File: src/rtl/sht40_meas_sched.sv
// SHT40 periodic measurement scheduler: command, conversion wait, 6-byte readback, publish.
// Define SHT40_CRC_EN to build CRC-8 checking of the readback words; otherwise words are always accepted.
module sht40_meas_sched #(
  parameter int unsigned PERIOD_CYC = 100_000_000,
  parameter int unsigned CONV_CYC   = 1_000_000,
  parameter int unsigned STROBE_CYC = 16,
  parameter logic [7:0]  MEAS_CMD   = 8'hFD
) (
  input  logic        clk,
  input  logic        rst,
  input  logic        i_en,
  output logic        o_req,
  output logic        o_rd,
  output logic [7:0]  o_wbyte,
  input  logic        i_rvalid,
  input  logic [7:0]  i_rdata,
  input  logic        i_done,
  input  logic        i_err,
  output logic [15:0] o_temp,
  output logic [15:0] o_rh,
  output logic        o_r_temp,
  output logic        o_r_rh,
  output logic        o_busy,
  output logic [7:0]  o_crc_err_cnt,
  output logic [7:0]  o_bus_err_cnt
);

  localparam int unsigned PER_W  = $clog2(PERIOD_CYC + 1);
  localparam int unsigned CONV_W = $clog2(CONV_CYC + 1);
  localparam int unsigned STB_W  = $clog2(STROBE_CYC + 1);
  localparam int unsigned NBYTES = 6;

  typedef enum logic [2:0] {
    S_IDLE,
    S_CMD,
    S_CONV,
    S_READ,
    S_CHECK
  } state_t;

  state_t             state;
  logic [PER_W-1:0]   per_cnt;
  logic [CONV_W-1:0]  conv_cnt;
  logic [2:0]         byte_idx;
  logic [7:0]         rx_byte [NBYTES];
  logic [STB_W-1:0]   stb_t_cnt;
  logic [STB_W-1:0]   stb_r_cnt;

  logic        rx_take_c;
  logic [2:0]  byte_cnt_c;
  logic [15:0] temp_word_c;
  logic [15:0] rh_word_c;
  logic        temp_ok_c;
  logic        rh_ok_c;
  logic        pub_temp_c;
  logic        pub_rh_c;
  logic        bus_fail_c;

  // A byte arriving with i_done counts toward the frame length.
  assign rx_take_c   = (state == S_READ) && i_rvalid && (byte_idx < 3'(NBYTES));
  assign byte_cnt_c  = byte_idx + 3'(rx_take_c);
  assign temp_word_c = {rx_byte[0], rx_byte[1]};
  assign rh_word_c   = {rx_byte[3], rx_byte[4]};
  assign pub_temp_c  = (state == S_CHECK) && temp_ok_c;
  assign pub_rh_c    = (state == S_CHECK) && rh_ok_c;
  assign bus_fail_c  = ((state == S_CMD) && !i_done && i_err) ||
                       ((state == S_READ) && ((i_done && (byte_cnt_c != 3'(NBYTES))) ||
                                              (!i_done && i_err)));

`ifdef SHT40_CRC_EN
  logic [1:0] crc_fail_c;
  logic [8:0] crc_sum_c;

  // CRC-8, poly 0x31, init 0xFF, MSB first, no final XOR.
  function automatic logic [7:0] crc8(input logic [15:0] d);
    logic [7:0] c;
    logic       fb;
    c = 8'hFF;
    for (int i = 15; i >= 0; i--) begin
      fb = c[7] ^ d[i];
      c  = {c[6:0], 1'b0} ^ ({8{fb}} & 8'h31);
    end
    return c;
  endfunction

  assign temp_ok_c  = (crc8(temp_word_c) == rx_byte[2]);
  assign rh_ok_c    = (crc8(rh_word_c) == rx_byte[5]);
  assign crc_fail_c = 2'(!temp_ok_c) + 2'(!rh_ok_c);
  assign crc_sum_c  = {1'b0, o_crc_err_cnt} + 9'(crc_fail_c);

  always_ff @(posedge clk or posedge rst) begin
    if (rst) begin
      o_crc_err_cnt <= 8'd0;
    end else if (state == S_CHECK) begin
      o_crc_err_cnt <= (crc_sum_c > 9'd255) ? 8'hFF : crc_sum_c[7:0];
    end
  end
`else
  assign temp_ok_c     = 1'b1;
  assign rh_ok_c       = 1'b1;
  assign o_crc_err_cnt = 8'd0;
`endif

  // Measurement sequencer; the period counter runs in every state so starts stay evenly spaced.
  always_ff @(posedge clk or posedge rst) begin
    if (rst) begin
      state    <= S_IDLE;
      per_cnt  <= '0;
      conv_cnt <= '0;
      byte_idx <= '0;
      o_req    <= 1'b0;
      o_rd     <= 1'b0;
      o_wbyte  <= 8'd0;
      o_busy   <= 1'b0;
      for (int i = 0; i < int'(NBYTES); i++) rx_byte[i] <= 8'd0;
    end else begin
      if ((state == S_IDLE) && (per_cnt == '0) && i_en) begin
        per_cnt <= PER_W'(PERIOD_CYC - 1);
      end else if (per_cnt != '0) begin
        per_cnt <= per_cnt - PER_W'(1);
      end

      case (state)
        S_IDLE: begin
          if ((per_cnt == '0) && i_en) begin
            state   <= S_CMD;
            o_req   <= 1'b1;
            o_rd    <= 1'b0;
            o_wbyte <= MEAS_CMD;
            o_busy  <= 1'b1;
          end
        end
        S_CMD: begin
          if (i_done) begin
            o_req    <= 1'b0;
            conv_cnt <= CONV_W'(CONV_CYC - 1);
            state    <= S_CONV;
          end else if (i_err) begin
            o_req  <= 1'b0;
            o_busy <= 1'b0;
            state  <= S_IDLE;
          end
        end
        S_CONV: begin
          if (conv_cnt == '0) begin
            state    <= S_READ;
            o_req    <= 1'b1;
            o_rd     <= 1'b1;
            byte_idx <= '0;
          end else begin
            conv_cnt <= conv_cnt - CONV_W'(1);
          end
        end
        S_READ: begin
          if (rx_take_c) begin
            rx_byte[byte_idx] <= i_rdata;
            byte_idx          <= byte_cnt_c;
          end
          if (i_done || i_err) begin
            o_req <= 1'b0;
            if (i_done && (byte_cnt_c == 3'(NBYTES))) begin
              state <= S_CHECK;
            end else begin
              o_busy <= 1'b0;
              state  <= S_IDLE;
            end
          end
        end
        S_CHECK: begin
          o_busy <= 1'b0;
          state  <= S_IDLE;
        end
        default: begin
          o_req  <= 1'b0;
          o_busy <= 1'b0;
          state  <= S_IDLE;
        end
      endcase
    end
  end

  // Saturating transaction-failure counter.
  always_ff @(posedge clk or posedge rst) begin
    if (rst) begin
      o_bus_err_cnt <= 8'd0;
    end else if (bus_fail_c && (o_bus_err_cnt != 8'hFF)) begin
      o_bus_err_cnt <= o_bus_err_cnt + 8'd1;
    end
  end

  // Output words and their fixed-width publish strobes.
  always_ff @(posedge clk or posedge rst) begin
    if (rst) begin
      o_temp    <= 16'd0;
      o_rh      <= 16'd0;
      o_r_temp  <= 1'b0;
      o_r_rh    <= 1'b0;
      stb_t_cnt <= '0;
      stb_r_cnt <= '0;
    end else begin
      if (pub_temp_c) begin
        o_temp    <= temp_word_c;
        o_r_temp  <= 1'b1;
        stb_t_cnt <= STB_W'(STROBE_CYC - 1);
      end else if (stb_t_cnt != '0) begin
        stb_t_cnt <= stb_t_cnt - STB_W'(1);
      end else begin
        o_r_temp <= 1'b0;
      end

      if (pub_rh_c) begin
        o_rh      <= rh_word_c;
        o_r_rh    <= 1'b1;
        stb_r_cnt <= STB_W'(STROBE_CYC - 1);
      end else if (stb_r_cnt != '0) begin
        stb_r_cnt <= stb_r_cnt - STB_W'(1);
      end else begin
        o_r_rh <= 1'b0;
      end
    end
  end

endmodule

File: config.mk
export PLATFORM = sky130hd
export DESIGN_NAME = sht40_meas_sched
export DESIGN_NICKNAME = d
export VERILOG_FILES = /design/src/rtl/sht40_meas_sched.sv
export SDC_FILE = /design/constraint.sdc
export NUM_CORES = 1
export LEC_CHECK = 0
export CORE_UTILIZATION = 45
export CTS_CLUSTER_SIZE = 10
export DETAILED_ROUTE_END_ITERATION = 8
export HOLD_SLACK_MARGIN = 0.15
export PLACE_DENSITY = 0.76
export RECOVER_POWER = 25
export SLEW_MARGIN = 20
export SYNTH_ARGS = -nofsm -noshare
export SYNTH_HDL_FRONTEND = slang
export SYNTH_SLANG_ARGS = --single-unit
File: constraint.sdc
create_clock -name clk -period 5.31 [get_ports clk]
set_input_delay 0.531 -clock clk [delete_from_list [all_inputs] [get_ports clk]]
set_output_delay 0.531 -clock clk [all_outputs]
set_load 0.005 [all_outputs]
==> flow_summary.json <==
{
  "ios": 75,
  "globalRoute.totalOverflow": 0,
  "area.growth.synth_to_final_pct": 20.40,
  "outcome": "finished with violations",
  "postSynthCellCount": 627,
  "grt_max_degree": 106,
  "core_sq_um": 14040,
  "cts_buffers": 17,
  "maxCapViolCount": 1,
  "place_area_sq_um": 7306,
  "cts.htree.levels": 4,
  "tns_ps": 0,
  "critPathLaunchType": "primary input",
  "postCtsSetupBuffers": 0,
  "drt-total-wl_um": 14270,
  "clockBufferDepth": 2,
  "slew_headroom_pct": -19.45,
  "worst-path-stages": 10,
  "criticalPathCategory": "in -> reg",
  "grtUsageTotal_pct": 20.46,
  "ys_types": 61,
  "slowest_delay_ps": 520,
  "viasPerCell": 5.590,
  "cpMaxStageDelayCell": "clkdlybuf4s50_1",
  "syn_area_per_cell_sq_um": 10.46,
  "tightest_slew_ps": 1792,
  "r2r_start": "state[2]",
  "vias": 4914,
  "cts.sinks": 141,
  "power.density_nw_per_um2": 331.9,
  "ys_warn_count": 0,
  "cts_tree": "built",
  "fin_util_pct": 56.26,
  "die_area_sq_um": 15070,
  "async_flop_share_pct": 100.0,
  "drcViolationCount": 0,
  "clock_latency_ps": 420,
  "r2r.worst_path.cells": 9,
  "die_x_um": 122.8,
  "pre_cts_ws_ps": 2126,
  "final_common_cell": "dfrtp_1",
  "holdCritPathClass": "reg -> reg",
  "critical_path.cell_chain": "clkdlybuf4s50_1 > nand4b_1 > a21oi_1 > ha_1 > ha_1 > xor2_1 > a41oi_1 > nand2_1 > nor2_1 > mux2_2",
  "critical_path_buf_inv_count": 1,
  "cp_data_required_time_ps": 5620,
  "syn_area_sq_um": 6561,
  "crit_arrival_ps": 3060,
  "fin_crit_ps": 2757,
  "whs_ps": 467.2,
  "antenna_left": 0,
  "yosys_most_used_dff": "dfrtp_1",
  "wl_per_cell_um": 16.23,
  "path_max_fanout": 5,
  "r2r_end": "o_bus_err_cnt[1]",
  "violations": "capacitance limit, slew limit",
  "cp-startpoint": "i_rvalid",
  "globalplace.congestion": 0.8557,
  "drt_first_pass_iters": 5,
  "fin_worst_skew_ps": 5.306,
  "fin_crit_sh_pct": 51.91,
  "rrSetupSlack_ps": 2560,
  "critPathTopFamily": "simple AND/OR/NAND/NOR gates",
  "root_buffer": "clkbuf_16",
  "vdd.ir_drop.worst_mv": 0.2179,
  "core.rowCount": 43,
  "report.final.setup_viol": 0,
  "nets": 714,
  "ys_ff_latch": 141,
  "leakagePower_nw": 3.635,
  "cp-endpoint": "o_bus_err_cnt[1]",
  "die-height_um": 122.8,
  "layout_common_cells": "dfrtp_1 (141), nand2_1 (134), clkdlybuf4s50_1 (63), mux2_2 (36), nor2_1 (29)",
  "dp_hpwl_um": 9570,
  "worst_slack_ps": 2553,
  "hold_violations": 0,
  "ctsResizeCount": 0,
  "cp_common_cell": "ha_1",
  "yosysSeqAreaShare_pct": 53.78,
  "n_antenna_cell": 0,
  "start_util_pct": 46.73,
  "dr.first_iter.drc_count": 329,
  "final_area_sq_um": 7900,
  "synth-edff-count": 0,
  "grt_pass1_vias": 4957,
  "rsz0062_at_grt": "no",
  "drv_slew": 39,
  "io_buffers": 65,
  "layout-drive-gt1-share_pct": 11.44,
  "antenna_found_initial": 0,
  "end_kind": "flip-flop",
  "hold_buffers": 0,
  "max_freq_mhz": 362.8,
  "path_clk_slew_ps": 50,
  "grt_pass1_wl_um": 23650
}
-- report_power, final --
part,internal [W],switching [W],leakage (nW)
Sequential,0.00114,0.0000724,1.82
Clock,0.000779,0.000432,0.287
Combinational,0.0000826,0.000119,1.53
-- routing by layer --
metal	GRT usage (%)	share of wire, %	vias to the layer above	wire length (um)
met5	0	0	-	0
met4	7.851	1.5	0	214
met3	4.833	3.4	17	488
met2	34.48	51	101	7260
met1	25.38	44	2484	6302
li1	-	-	2312	-
-- stage by stage --
step / total power [W] / std cells
after floorplan: 0.001360 / 635
after global placement: 0.001404 / 850
after detailed placement: 0.001422 / 850
after CTS: 0.002642 / 879
after global routing: 0.002714 / 879
final: 0.002622 / 879
-- sequential cells by signal, indices dropped and copies added (netlist names), 8 cells and up --
register       cells
o_bus_err_cnt      8
o_temp            16
conv_cnt          20
o_rh              16
rx_byte           16
rh_word_c         16
per_cnt           27
-- worst register-to-register path, stage by stage (launching register included) --
cell and delay (ps):
dfrtp_1 500, nand4b_1 370, a21oi_1 250, ha_1 180, ha_1 190, xor2_1 110, a41oi_1 340, nand2_1 160
nor2_1 190, mux2_2 350
-- cell usage after synthesis (7+ instances only) --
cell / count / area share [%]
xnor2_1: 10 / 1.3
nand2_1: 134 / 7.7
nor2_1: 29 / 1.7
inv_1: 15 / 0.86
dfrtp_1: 141 / 54
xor2_1: 18 / 2.4
ha_1: 11 / 2.1
clkbuf_1: 13 / 0.74
nand4_1: 12 / 1.1
o21ai_0: 13 / 0.99
o31ai_1: 10 / 1.1
or4_1: 8 / 0.92
a211oi_1: 7 / 0.80
mux2_2: 36 / 6.2
or3_1: 17 / 1.6
buf_4: 15 / 1.7
nand3_1: 16 / 1.2
a21oi_1: 13 / 0.99
nor3_1: 19 / 1.4
-- cells by family (layout without fill, tap and decap cells) --
kind of cell	count (synthesis)	count (layout)	synth area share, %
mux	41	41	6.941
flops	141	141	53.78
buf+inv	48	112	3.738
fa+ha+maj	11	11	2.098
simple gates	290	290	22.77
xor+xnor	28	28	3.738
other cells	1	9	0.05715
compound gates	67	67	6.884
-- how the worst min path moves through the flow --
stage / startpoint / end / cells past startpoint
after floorplan: rh_word_c[0] / o_rh[0] / 2
after global placement: rh_word_c[13] / o_rh[13] / 2
after detailed placement: rx_byte[37] / o_temp[5] / 2
after CTS: per_cnt[8] / per_cnt[8] / 1
after global routing: per_cnt[8] / per_cnt[8] / 1
final: rx_byte[36] / o_temp[4] / 2
-- area by class of cell --
class	count	area [sq um]
timing repair buffer	68	669.4
sequential	141	3528
multi-input combinational	446	2818
clock buffer	23	488.0
fill	1155	6142
clock inverter	6	110.1
inverter	15	61.31
tap	180	225.2
(Power assumes the default switching activity.)
